$ cat src/rtl/read_hazard_scoreboard.sv
// Per-register pending-write scoreboard gating the Read stage: counts in-flight writers per GPR.
// Optional macro SCOREBOARD_WB_BYPASS_EN lets a same-cycle retiring writeback clear a source hazard.
module read_hazard_scoreboard #(
    parameter int NUM_REGS  = 16,
    parameter int REG_IDX_W = 4,
    parameter int CNT_W     = 2
) (
    input  logic                 clk,
    input  logic                 reset,
    input  logic                 readValidIn,
    input  logic                 stallIn,
    input  logic                 wbStallIn,
    input  logic [REG_IDX_W-1:0] sourceReg1In,
    input  logic                 sourceReg1ValidIn,
    input  logic [REG_IDX_W-1:0] sourceReg2In,
    input  logic                 sourceReg2ValidIn,
    input  logic [REG_IDX_W-1:0] destRegIn,
    input  logic                 destRegValidIn,
    input  logic [REG_IDX_W-1:0] destRegisterSpecialIn,
    input  logic                 destRegisterSpecialValidIn,
    input  logic                 wbValidIn,
    input  logic [REG_IDX_W-1:0] wbRegIn,
    input  logic                 wbSpecialValidIn,
    input  logic [REG_IDX_W-1:0] wbSpecialRegIn,
    input  logic                 flushIn,
    output logic                 canReadOut,
    output logic                 hazardStallOut,
    output logic [NUM_REGS-1:0]  pendingMaskOut,
    output logic                 busyOut,
    output logic                 underflowErrOut,
    output logic [31:0]          hazardCycleCountOut
);

    localparam logic [CNT_W-1:0] CNT_MAX = '1;

    logic [CNT_W-1:0]    cnt_q [NUM_REGS];
    logic [CNT_W-1:0]    cnt_d [NUM_REGS];
    logic [NUM_REGS-1:0] mask_q, mask_d;
    logic                err_q, err_d;
    logic [31:0]         hcnt_q, hcnt_d;

    logic [NUM_REGS-1:0] wb_dec;
    logic [NUM_REGS-1:0] issue_inc;
    logic [NUM_REGS-1:0] src_blk;
    logic [NUM_REGS-1:0] dst_sat;
    logic                hazard;
    logic                req_ok;
    logic                grant;

    // Per-register decode of retirements, source blocking and destination saturation.
    always_comb begin
        wb_dec  = '0;
        src_blk = '0;
        dst_sat = '0;
        for (int r = 0; r < NUM_REGS; r++) begin
            wb_dec[r] = !flushIn &&
                        ((wbValidIn        && (wbRegIn        == r[REG_IDX_W-1:0])) ||
                         (wbSpecialValidIn && (wbSpecialRegIn == r[REG_IDX_W-1:0])));
`ifdef SCOREBOARD_WB_BYPASS_EN
            src_blk[r] = (cnt_q[r] != '0) &&
                         !((cnt_q[r] == CNT_W'(1)) && wb_dec[r]);
`else
            src_blk[r] = (cnt_q[r] != '0);
`endif
            dst_sat[r] = (cnt_q[r] == CNT_MAX);
        end
    end

    // Read handshake: readValidIn offers an instruction; canReadOut is the grant and the
    // instruction is consumed (and its destinations counted) only in a cycle where both are high.
    always_comb begin
        hazard = (sourceReg1ValidIn          && src_blk[sourceReg1In]) ||
                 (sourceReg2ValidIn          && src_blk[sourceReg2In]) ||
                 (destRegValidIn             && dst_sat[destRegIn])    ||
                 (destRegisterSpecialValidIn && dst_sat[destRegisterSpecialIn]);
        req_ok = readValidIn && !stallIn && !wbStallIn && !flushIn;
        grant  = req_ok && !hazard;
    end

    assign canReadOut     = grant;
    assign hazardStallOut = req_ok && hazard;

    always_comb begin
        issue_inc = '0;
        for (int r = 0; r < NUM_REGS; r++) begin
            issue_inc[r] = grant &&
                           ((destRegValidIn && (destRegIn == r[REG_IDX_W-1:0])) ||
                            (destRegisterSpecialValidIn &&
                             (destRegisterSpecialIn == r[REG_IDX_W-1:0])));
        end
    end

    always_comb begin
        err_d  = err_q;
        mask_d = '0;
        for (int r = 0; r < NUM_REGS; r++) begin
            cnt_d[r] = cnt_q[r];
            if (flushIn) begin
                cnt_d[r] = '0;
            end else if (wb_dec[r] && (cnt_q[r] == '0)) begin
                // Retiring a register nobody is waiting on: flag it, never wrap.
                err_d    = 1'b1;
                cnt_d[r] = issue_inc[r] ? CNT_W'(1) : '0;
            end else if (issue_inc[r] && !wb_dec[r]) begin
                cnt_d[r] = cnt_q[r] + CNT_W'(1);
            end else if (wb_dec[r] && !issue_inc[r]) begin
                cnt_d[r] = cnt_q[r] - CNT_W'(1);
            end
            mask_d[r] = (cnt_d[r] != '0);
        end
        hcnt_d = hcnt_q;
        if (hazardStallOut && (hcnt_q != 32'hFFFF_FFFF)) begin
            hcnt_d = hcnt_q + 32'd1;
        end
    end

    always_ff @(posedge clk) begin
        if (reset) begin
            for (int r = 0; r < NUM_REGS; r++) begin
                cnt_q[r] <= '0;
            end
            mask_q <= '0;
            err_q  <= 1'b0;
            hcnt_q <= '0;
        end else begin
            for (int r = 0; r < NUM_REGS; r++) begin
                cnt_q[r] <= cnt_d[r];
            end
            mask_q <= mask_d;
            err_q  <= err_d;
            hcnt_q <= hcnt_d;
        end
    end

    assign pendingMaskOut      = mask_q;
    assign busyOut             = |mask_q;
    assign underflowErrOut     = err_q;
    assign hazardCycleCountOut = hcnt_q;

endmodule
$ cat config.mk
export PLATFORM = sky130hd
export DESIGN_NAME = read_hazard_scoreboard
export DESIGN_NICKNAME = d
export VERILOG_FILES = /design/src/rtl/read_hazard_scoreboard.sv
export SDC_FILE = /design/constraint.sdc
export NUM_CORES = 1
export LEC_CHECK = 0
export CORE_ASPECT_RATIO = 1.1
export CORE_MARGIN = 5
export CORE_UTILIZATION = 50
export DETAILED_ROUTE_END_ITERATION = 12
export GPL_TIMING_DRIVEN = 0
export HOLD_SLACK_MARGIN = 0.12
export PLACE_DENSITY = 0.74
export REMOVE_ABC_BUFFERS = 1
export SKIP_LAST_GASP = 1
export SYNTH_ARGS = -nofsm -noshare
export SYNTH_HDL_FRONTEND = slang
export SYNTH_SLANG_ARGS = --single-unit
$ cat constraint.sdc
create_clock -name clk -period 3.6 [get_ports clk]
set_clock_uncertainty 0.05 [all_clocks]
set_input_delay 0.36 -clock clk [delete_from_list [all_inputs] [get_ports clk]]
set_output_delay 0.36 -clock clk [all_outputs]
set_load 0.02 [all_outputs]
# [After elaboration in Yosys (flattened, before gate mapping)]
# Memories as Yosys holds them, arrays and structs flattened.
# Cells that the tools add are included.
[word_totals] reg_bits=49 mem_bits_rw=32 inputBits=36 out_inout_bits=52 wordCells=551 mem_count=1
[memory_table] name="cnt_q" depth=16 width=2 rd=16 rd_clocked_by_memory_dff=0 wr=16 line_no="36" source="logic [CNT_W-1:0] cnt_q [NUM_REGS];"
[classes] addsub=33 order_cmp=4 n_eq_ne=77 mux=139 bitwise_logic=16 n_reduce_logical=278
[op_table] operator="2-to-1 mux 2 bit" count=80
[op_table] operator="logical AND 1 bit" count=154
[op_table] operator="equality test 4 bit (second input constant)" count=32
[op_table] operator="equality test 4 x 3 -> 1 bit (second input constant)" count=16
[op_table] operator="nonzero test 2 bit" count=32
[op_table] operator="2-to-1 mux 1 bit" count=55
[op_table] operator="zero test 1 bit" count=36
[op_table] operator="logical OR 1 bit" count=35
[op_table] operator="adder 2 x 1 -> 2 bit (second input constant)" count=16
[op_table] operator="adder 32 x 1 -> 32 bit (second input constant)" count=1
[op_table] operator="equality test 2 bit (second input constant)" count=16
[op_table] operator="equality test 4 x 2 -> 1 bit (second input constant)" count=8
[op_table] operator="zero test 2 bit" count=16
[op_table] operator="!= test 32 bit (second input constant)" count=1
[op_table] operator="subtractor 2 x 1 -> 2 bit (second input constant)" count=16
[op_table] operator="less-than comparator 4 x 5 -> 1 bit (second input constant)" count=4
[op_table] operator="binary-select mux 1 bit (select 4 bit)" count=4
[op_table] operator="equality test 4 x 1 -> 1 bit (second input constant)" count=4
[op_table] operator="zero test 4 bit" count=4
[op_table] operator="OR 1 bit" count=16
[op_table] operator="OR reduction 16 bit" count=1

# [Longest topological paths before layout]
[logic_depth] depth_word=37 mapped_depth=11 depth_no_buf=9

# [Worst setup path after synthesis]
# OpenSTA, ideal clock, no wires.
[synth_path] path_kind="reg2reg" start="mem cnt_q[15][0], in the netlist cnt_q[1][14]" end="reg hcnt_q[13], in the netlist hazardCycleCountOut[13]" setup_ns=0.121 t_arrival_ns=2.848 required_time_ns=3.429 setup_slack_ns=0.581 path_stages_with_launch=10 path_buffers=1 period_less_slack_ns=3.019 path_cell_list="dfxtp_1 -> inv_1 -> ha_1 -> mux4_2 -> mux4_2 -> or2_1 -> a211o_1 -> buf_2 -> nor4_1 -> mux2_2"
[synth_rtl] element="start: declaration" line_no="36"
[synth_rtl] element="end signal: assignment" line_no="131" source="hcnt_q <= hcnt_d;"
[synth_rtl] element="end: declaration" line_no="40" source="logic [31:0] hcnt_q, hcnt_d;"

==> flow_metrics.tcl <==
set metrics [dict create \
    status "finished with violations" \
    violations "negative setup slack" \
    nets 864 \
    setup_viol 1 \
    vias_per_cell 6.26 \
    fin_hold_ws_ps 453 \
    critPathMaxStageDelay_ps 520 \
    io_buffers 87 \
    worstPathMaxFanout 18 \
    finalSetupTns_ps -29.6 \
    fillCellCount 993 \
    std_cell_rows 41 \
    grt_max_degree 61 \
    globalRoute.totalOverflow 0 \
    grt_pass1_wl_um 28200 \
    ys_ff_latch 81 \
    synth.area.top_cells "dfxtp_1 (27%), ha_1 (6.9%), nor2_1 (6.3%)" \
    ctsHoldBuffers 0 \
    chipWidth_um 114 \
    worst_pin_slew_ps 1020 \
    grt_setup_unrepaired "yes" \
    core-area_mm2 0.0115 \
    power_density_mw_per_mm2 295 \
    slew_headroom 0.320 \
    design_area_mm2 0.00722 \
    syn2layout_area_growth_pct 21.5 \
    clk_pin_slew_ps 70 \
    totalPowerFinal_mw 2.13 \
    drt_pass1_iterations 7 \
    synth.distinct_cells 62 \
    place_area_mm2 0.00687 \
    hold_class "register to register" \
    hold_viol_final 0 \
    dpl.hpwl_um 13300 \
    yosys.area.top_type "dfxtp_1" \
    fp.dieArea_mm2 0.0142 \
    cts_tree "built" \
    drc 0 \
    n_antenna_cell 0 \
    post_drt_wl_per_cell_um 18.7 \
    cpMostUsedCell "mux4_2" \
    wl_um 17800 \
    final_layout_size_suffix_gt1_frac 0.0725 \
    synth_top_area_frac 0.273 \
    critical_path.top_delay_family "multiplexers" \
    cts_buffers 9 \
    clkLatencyLatePin_ps 350 \
    antenna_found_initial 0 \
    regArea_mm2 0.00162 \
    irDropWorstVdd_mv 0.269 \
    fmax_ghz 0.276 \
    worstSetupPathType "register to output port" \
    drt_iter0_markers 635 \
    netlist_area_mm2 0.00594 \
    cp_slowest_cell "mux4_2" \
    period_needed_ps 3630 \
    htreeDepth 3 \
    worstPathArrival_ps 3220 \
    final_antenna_net_count 0 \
    post-cts-setup-buffers 0 \
    critPathBufInv 3 \
    power_leakage_nw 2.50 \
    routabilityCongestion 0.874 \
    die_h_um 124 \
    synthTopCellsByCount "nor2_1 (100), dfxtp_1 (81), nand2_1 (50), inv_1 (39), a21oi_1 (38)" \
    cts_buffer_depth 2 \
    ys.flop_type "dfxtp_1" \
    yosys_warnings 0 \
    cp_cell_sequence "inv_1 > ha_1 > mux4_2 > mux4_2 > or2_4 > clkinv_2 > nor2_4 > nor2_1 > dlygate4sd2_1" \
    cap_viol_max_count 0 \
    yosys.cell_count.top_type "nor2_1" \
    synth-async-reset-ratio 0 \
    io_pins 88 \
    grt_pass1_vias 5729 \
    netlist_instances 731 \
    r2r_slack_ps 40 \
    synth_edf_count 0 \
    fin_crit_sh 1.01 \
    avgSynthCellArea_um2 8.13 \
    yosysSeqAreaShare 0.273 \
    cts.sink_count 81 \
    track_usage 0.243 \
    root_buffer "clkbuf_16" \
    required_ps 3190 \
    initial_core_util 0.515 \
    slew_violations 0 \
    via_count 5944 \
    multi_input_area_mm2 0.00405 \
    critPathCaptureType "output port" \
    worstSetupStartpointType "register" \
    fin_ws_ps -29.6 \
]
[layer usage]
layer  vias up  track usage  share of wire
met5         -            0              0
met4         0        0.108          0.034
met3        40       0.0525          0.061
met2       216        0.424           0.50
met1      2851        0.282           0.40
li1       2837            -              -
[state kept, by name (all words and copies together), names as in the netlist]
register and count:
hazardCycleCountOut 32, pendingMaskOut 16, underflowErrOut 1, cnt_q 32
[power by group]
group | switching [mW] | total [mW] | leakage [nW] | internal, mW
logic | 0.136 | 0.221 | 1.69 | 0.0848
clock network | 0.393 | 1.00 | 0.157 | 0.612
registers | 0.00226 | 0.901 | 0.652 | 0.899
total | 0.531 | 2.13 | 2.50 | 1.60
[worst min-delay path, delay by kind of cell (launching register included)]
| kind | cells | cell delay, ps |
|---|---|---|
| flops | 1 | 340 |
| compound gates | 2 | 120 |
[area by class of cell]
cell class,instances,area share
multi-input combinational,574,0.561
sequential,81,0.225
timing repair buffer,89,0.123
clock buffer,10,0.0317
tap,150,0.0260
inverter,40,0.0210
clock inverter,6,0.0127
[metrics by stage]
step | std cells | setup slack (ps) | util
2_1_floorplan | 695 | 231 | -
6_report | 950 | -29.6 | 0.625
3_5_place_dp | 933 | -1030 | 0.595
3_3_place_gp | 932 | -1620 | 0.594
4_1_cts | 949 | -153 | 0.624
5_1_grt | 950 | -130 | 0.625
[cell usage in the layout, fill, tap and decap left out, drive strengths merged, types with 4 or more instances in the layout]
cell type,synthesis,final
a21oi,38,38
a22oi,22,22
and3,8,8
and3b,4,4
and4,4,4
clkbuf,29,10
clkdlybuf4s50,0,82
clkinv,1,4
dfxtp,81,81
ha,33,33
inv,39,40
mux2,16,16
mux2i,37,37
mux4,12,12
nand2,50,50
nand2b,6,6
nand3,28,28
nand4,11,11
nor2,100,100
nor2b,14,14
nor3,7,7
nor3b,5,5
nor4,10,10
o211a,7,7
o21ai,34,34
o21bai,9,9
o22a,6,6
o22ai,8,8
o31ai,11,11
o41a,7,7
o41ai,10,10
or2,4,4
or3,10,10
or4,14,14
xnor2,14,14
xor2,4,4
[cell families (layout without fill, tap and decap cells)]
| kind of cell | Yosys count | after routing | share of synthesized area |
|---|---|---|---|
| AOI/OAI and AO/OA | 176 | 176 | 0.208 |
| xor gates and xnor gates | 18 | 18 | 0.0265 |
| adders and majority gates | 33 | 33 | 0.0695 |
| and+or+nand+nor | 282 | 282 | 0.235 |
| muxes | 65 | 65 | 0.138 |
| buffers and inverters | 76 | 145 | 0.0501 |
| DFF | 81 | 81 | 0.273 |
[worst paths after layout]
kind	start	end	depth (start not counted)
worst min-delay path	hazardCycleCountOut[14]	hazardCycleCountOut[14]	2
worst min register to register	hazardCycleCountOut[14]	hazardCycleCountOut[14]	2
worst max register to register	cnt_q[0][14]	hazardCycleCountOut[13]	8
worst max-delay path	cnt_q[0][14]	hazardStallOut	9
[what timing repair did]
action	in CTS	in global routing
cloned	0	0
setup endpoints to repair	41	30
resized for setup	7	4
pin swaps	0	1
Power figures use the tool's default switching activity.
